## config.mk

```make
export PLATFORM = sky130hd
export DESIGN_NAME = fme_ip_ctrl
export DESIGN_NICKNAME = d
export VERILOG_FILES = /design/src/rtl/fme_ip_ctrl.sv
export SDC_FILE = /design/constraint.sdc
export NUM_CORES = 1
export LEC_CHECK = 0
export CORE_ASPECT_RATIO = 0.6
export CORE_MARGIN = 2
export CORE_UTILIZATION = 46
export CTS_CLUSTER_DIAMETER = 200
export DETAILED_ROUTE_END_ITERATION = 16
export HOLD_SLACK_MARGIN = 0.02
export PLACE_DENSITY = 0.77
export RECOVER_POWER = 25
export SYNTH_ARGS = -nofsm -noshare
export SYNTH_HDL_FRONTEND = slang
export SYNTH_SLANG_ARGS = --single-unit
```

## constraint.sdc

```tcl
create_clock -name clk -period 1.75 [get_ports clk]
set_input_delay 0.35 -clock clk [delete_from_list [all_inputs] [get_ports clk]]
set_output_delay 0.35 -clock clk [all_outputs]
set_load 0.02 [all_outputs]
```

## src/rtl/fme_ip_ctrl.sv

```systemverilog
// Sequencing controller for the FME interpolation datapath: fetches reference rows,
// steps the horizontal/vertical filter arrays and emits output-row strobes.
// Optional abort input is enabled by defining FME_IP_CTRL_ABORT_EN.
module fme_ip_ctrl #(
  parameter int BLK_SIZE = 8,
  parameter int ROW_W    = 5
) (
  input  logic             clk,
  input  logic             rst,
  input  logic             start_i,
`ifdef FME_IP_CTRL_ABORT_EN
  input  logic             abort_i,
`endif
  input  logic [1:0]       frac_x_i,
  input  logic [1:0]       frac_y_i,
  output logic             busy_o,
  output logic             done_o,
  output logic             ref_req_o,
  output logic [ROW_W-1:0] ref_row_o,
  input  logic             ref_gnt_i,
  output logic             hor_en_o,
  output logic [1:0]       hor_type_o,
  output logic             hor_byp_o,
  output logic             ver_shift_o,
  output logic [1:0]       ver_type_o,
  output logic             ver_byp_o,
  output logic             out_valid_o,
  output logic [ROW_W-1:0] out_row_o,
  input  logic             out_ready_i
);

  localparam logic [ROW_W-1:0] ROWS_FULL = ROW_W'(BLK_SIZE + 7);
  localparam logic [ROW_W-1:0] ROWS_BYP  = ROW_W'(BLK_SIZE);
  localparam logic [ROW_W-1:0] LAST_OUT  = ROW_W'(BLK_SIZE - 1);
  localparam logic [ROW_W-1:0] TAP_LAG   = ROW_W'(7);
  localparam logic [ROW_W-1:0] BYP_OFS   = ROW_W'(3);
  localparam logic [ROW_W-1:0] ONE       = ROW_W'(1);

  typedef enum logic [1:0] {
    IDLE  = 2'd0,
    FETCH = 2'd1,
    DRAIN = 2'd2,
    DONE  = 2'd3
  } state_t;

  state_t state, next_state;

  logic [ROW_W-1:0] req_cnt;
  logic [ROW_W-1:0] hor_cnt;
  logic [ROW_W-1:0] rows_total;
  logic [ROW_W-1:0] row_base;
  logic             hor_en_q;
  logic             out_valid_q;
  logic [ROW_W-1:0] out_row_q;
  logic [1:0]       hor_type_q;
  logic [1:0]       ver_type_q;
  logic             hor_byp_q;
  logic             ver_byp_q;
  logic             ref_req;
  logic             grant;
  logic             last_req;
  logic             done_pulse;
  logic             abort_act;

  // Quarter-pel phase to filter selection; phase 0 bypasses and reports type 0.
  function automatic logic [1:0] phase_type(input logic [1:0] frac);
    logic [1:0] t;
    case (frac)
      2'd1:    t = 2'd1;
      2'd3:    t = 2'd2;
      default: t = 2'd0;
    endcase
    return t;
  endfunction

`ifdef FME_IP_CTRL_ABORT_EN
  assign abort_act = abort_i && (state != IDLE);
`else
  assign abort_act = 1'b0;
`endif

  // Integer-phase vertical blocks skip the filter margin rows entirely.
  assign rows_total = ver_byp_q ? ROWS_BYP : ROWS_FULL;
  assign row_base   = ver_byp_q ? BYP_OFS : '0;
  assign last_req   = (req_cnt == (rows_total - ONE));
  assign grant      = ref_req && ref_gnt_i;

  always_ff @(posedge clk or posedge rst) begin
    if (rst) begin
      state <= IDLE;
    end else begin
      state <= next_state;
    end
  end

  always_comb begin
    next_state = state;
    ref_req    = 1'b0;
    done_pulse = 1'b0;
    case (state)
      IDLE: begin
        if (start_i) begin
          next_state = FETCH;
        end
      end
      FETCH: begin
        ref_req = out_ready_i;
        if (ref_req && ref_gnt_i && last_req) begin
          next_state = DRAIN;
        end
      end
      DRAIN: begin
        if (out_valid_q && (out_row_q == LAST_OUT)) begin
          next_state = DONE;
        end
      end
      DONE: begin
        done_pulse = 1'b1;
        next_state = IDLE;
      end
      default: begin
        next_state = IDLE;
      end
    endcase
    if (abort_act) begin
      next_state = IDLE;
      ref_req    = 1'b0;
      done_pulse = 1'b0;
    end
  end

  // Filter selection is captured once per block and held until the next start.
  always_ff @(posedge clk or posedge rst) begin
    if (rst) begin
      hor_type_q <= 2'd0;
      ver_type_q <= 2'd0;
      hor_byp_q  <= 1'b0;
      ver_byp_q  <= 1'b0;
    end else if (state == IDLE && start_i) begin
      hor_type_q <= phase_type(frac_x_i);
      ver_type_q <= phase_type(frac_y_i);
      hor_byp_q  <= (frac_x_i == 2'd0);
      ver_byp_q  <= (frac_y_i == 2'd0);
    end
  end

  // Row pipeline: grant -> horizontal filter -> vertical window output.
  always_ff @(posedge clk or posedge rst) begin
    if (rst) begin
      req_cnt     <= '0;
      hor_cnt     <= '0;
      hor_en_q    <= 1'b0;
      out_valid_q <= 1'b0;
      out_row_q   <= '0;
    end else if (abort_act || (state == IDLE && start_i)) begin
      req_cnt     <= '0;
      hor_cnt     <= '0;
      hor_en_q    <= 1'b0;
      out_valid_q <= 1'b0;
      out_row_q   <= '0;
    end else begin
      if (grant && (req_cnt != rows_total)) begin
        req_cnt <= req_cnt + ONE;
      end
      hor_en_q <= grant;
      if (hor_en_q && (hor_cnt != rows_total)) begin
        hor_cnt <= hor_cnt + ONE;
      end
      out_valid_q <= hor_en_q && (ver_byp_q || (hor_cnt >= TAP_LAG));
      if (hor_en_q) begin
        out_row_q <= ver_byp_q ? hor_cnt : (hor_cnt - TAP_LAG);
      end
    end
  end

  assign busy_o      = (state != IDLE);
  assign done_o      = done_pulse;
  assign ref_req_o   = ref_req;
  assign ref_row_o   = (state == FETCH) ? (row_base + req_cnt) : '0;
  assign hor_en_o    = hor_en_q && !abort_act;
  assign ver_shift_o = hor_en_q && !abort_act;
  assign out_valid_o = out_valid_q && !abort_act;
  assign out_row_o   = out_row_q;
  assign hor_type_o  = hor_type_q;
  assign ver_type_o  = ver_type_q;
  assign hor_byp_o   = hor_byp_q;
  assign ver_byp_o   = ver_byp_q;

endmodule

```

==> impl_metrics.yaml <==
status:
  status: "finished, violations left"
  failed_checks: "negative setup slack"
floorplanning:
  pin_count: 31
  start_util: 0.5006
  die_w_um: 77.57
  core-area_um2: 2984
  num_rows: 15
  die_h_um: 48.15
  die_area_um2: 3735
cts:
  hold_buffers: 0
  clock_sinks: 25
  cts-root-buf: "clkbuf_8"
  clockBufferDepth: 2
  cts_tree: "yes"
  clock_latency_ps: 280
  htreeDepth: 1
  cts_buffers: 3
  path_clk_slew_ps: 90
timing:
  rsz0062_at_grt: "yes"
  fin_crit_sh: 1.252
  finalSetupViolCount: 18
  setup_slack_ps: -440.8
  finalHoldViolations: 0
  max-slew-margin-rel: 0.7023
  fmax_mhz: 456.5
  clock_skew_ps: 8.653
  worst_pin_slew_ps: 446.6
  maxSlewViolCount: 0
  period_needed_ps: 2191
  setup_tns_ps: -2931
synthesis:
  syn_inst: 153
  ys_warn_count: 0
  syn_area_per_cell_um2: 9.764
  yosysSeqAreaShare: 0.4188
  synth_edf_count: 0
  syn_area_um2: 1494
  syn-num-nets: 171
  synthFlopType: "dfrtp_1"
  async_flop_share: 1.000
  ys_types: 42
  ys_seq_elements: 25
setup_path:
  crit_path_end_kind: "primary output"
  timing.rr.end: "state[1]"
  start_kind: "register"
  setup.worst_path.class: "register to primary output"
  reg2reg_depth: 6
  crit_fanout: 3
  r2r_start: "ver_byp_o"
  critPathArrivalTime_ps: 1840
  cp.required_ps: 1400
  regToRegSetupSlack_ps: -250
power_and_ir_drop:
  finalPower_mw: 3.443
  p_leak_nw: 1.003
  vdd_drop_max_uv: 1074
  powerDensity_nw_per_um2: 1503
grt:
  grt_usage: 0.2637
  grt_pass1_wl_mm: 7.251
  antenna_found_initial: 0
  grt_max_degree: 18
  overflow: 0
  grt_pass1_vias: 1371
final_layout:
  final_util: 0.7677
  fillers: 195
  final_cell_mix: "buf_4, dfrtp_1, clkdlybuf4s50_1"
  area_growth_syn_to_layout_pct: 53.35
  drive_gt1_frac: 0.3505
  n_antenna_cell: 0
  num-nets-final: 233
  final_common_cell: "buf_4"
placed_design:
  gp_congestion: 0.8871
  dp_hpwl_mm: 2.813
  port_buffers: 30
routing:
  dr.pass1.iters: 4
  drt_iter0_markers: 191
  ant_nets: 0
  vias: 1472
  wl_mm: 5.142
  wl_per_cell_um: 20.09
  drc_errors: 0
  routed_via_density: 5.750
min_path:
  hold_path_class: "input pin to async pin"
run:
  drv_cap: 0
-- Yosys cell counts (2+ instances only) --
library cell,number,area share
a21oi_1,8,0.027
nand2_1,14,0.035
nor2_1,11,0.028
nand4_1,2,0.0084
inv_1,7,0.018
nand3_1,7,0.023
and2_1,7,0.029
nand2b_1,3,0.013
o21ai_0,9,0.030
xor2_1,4,0.023
or3_1,2,0.0084
mux2i_1,2,0.013
ha_1,8,0.067
buf_6,2,0.015
nand4b_1,2,0.012
xnor2_1,7,0.041
o211ai_1,2,0.010
o31ai_1,3,0.015
buf_2,2,0.0067
dfrtp_1,25,0.42
a211oi_1,4,0.020
clkbuf_1,2,0.0050
-- layout make-up --
type                            count  area, µm²  area share
Timing Repair Buffer               65      598.1      0.2611
Tap cell                           42      52.55     0.02294
Inverter                            7      26.28     0.01147
Multi-Input combinational cell    113      938.4      0.4096
Clock inverter                      1      7.507    0.003277
Sequential cell                    25      626.9      0.2736
Clock buffer                        3      41.29     0.01802
-- worst max path at each step --
stage	startpoint	to	slack [ps]	depth (start not counted)
floorplan	ver_byp_o	state[1]	-60	4
CTS	ver_byp_o	ref_row_o[4]	-390	6
finish	ver_byp_o	ref_row_o[3]	-440	7
detailed placement	ver_byp_o	ref_row_o[4]	-600	6
global placement	ver_byp_o	ref_row_o[4]	-540	6
global route	ver_byp_o	ref_row_o[3]	-560	7
-- flip-flops by register name (all words and copies together) (netlist names) --
signal and count:
hor_cnt 5, ver_type_o 2, hor_en_o 1, hor_type_o 2, hor_byp_o 1, out_row_o 5
req_cnt 5, out_valid_o 1, state 2, ver_byp_o 1
-- metrics by stage --
step / setup slack, ps / cells / instance area (µm²) / hold WS (ps)
after detailed placement: -604.9 / 240 / 1976 / 473.3
after global routing: -561.3 / 256 / 2291 / 475.8
after CTS: -391.8 / 252 / 2167 / 327.0
after floorplan: -64.99 / 153 / 1511 / 377.3
final: -440.8 / 256 / 2291 / 455.9
after global placement: -544.9 / 240 / 1976 / 461.1
-- power breakdown --
part / switching [mW] / internal (mW)
combinational: 1.05 / 1.09
sequential: 0.192 / 0.757
clock: 0.190 / 0.162
total: 1.44 / 2.01
-- timing repair --
action	CTS	global route
pin swaps	11	18
buffers inserted	8	7
gates resized for setup	55	35
setup endpoints to repair	16	20
-- critical path: stages (launching register included) --
cell	delay, ps
dfrtp_2	470
buf_6	150
ha_4	250
a21o_1	100
nand2_1	60
xnor2_1	190
and2_1	200
buf_6	130
-- logic make-up after synthesis --
kind of cell | count (synthesis) | synth area share
compound gates | 33 | 0.1482
mux | 3 | 0.02094
flops | 25 | 0.4188
simple gates | 57 | 0.2086
buf+inv | 15 | 0.05863
fa+ha+maj | 9 | 0.08041
xor+xnor | 11 | 0.06449
-- layer usage --
metal / up-vias / track usage / wire [µm]
met3: 20 / 0.07778 / 390
met5: - / 0 / 0
li1: 663 / - / -
met4: 0 / 0.07500 / 226
met1: 704 / 0.3353 / 2196
met2: 85 / 0.4609 / 2329
Power figures use the tool's default switching activity.
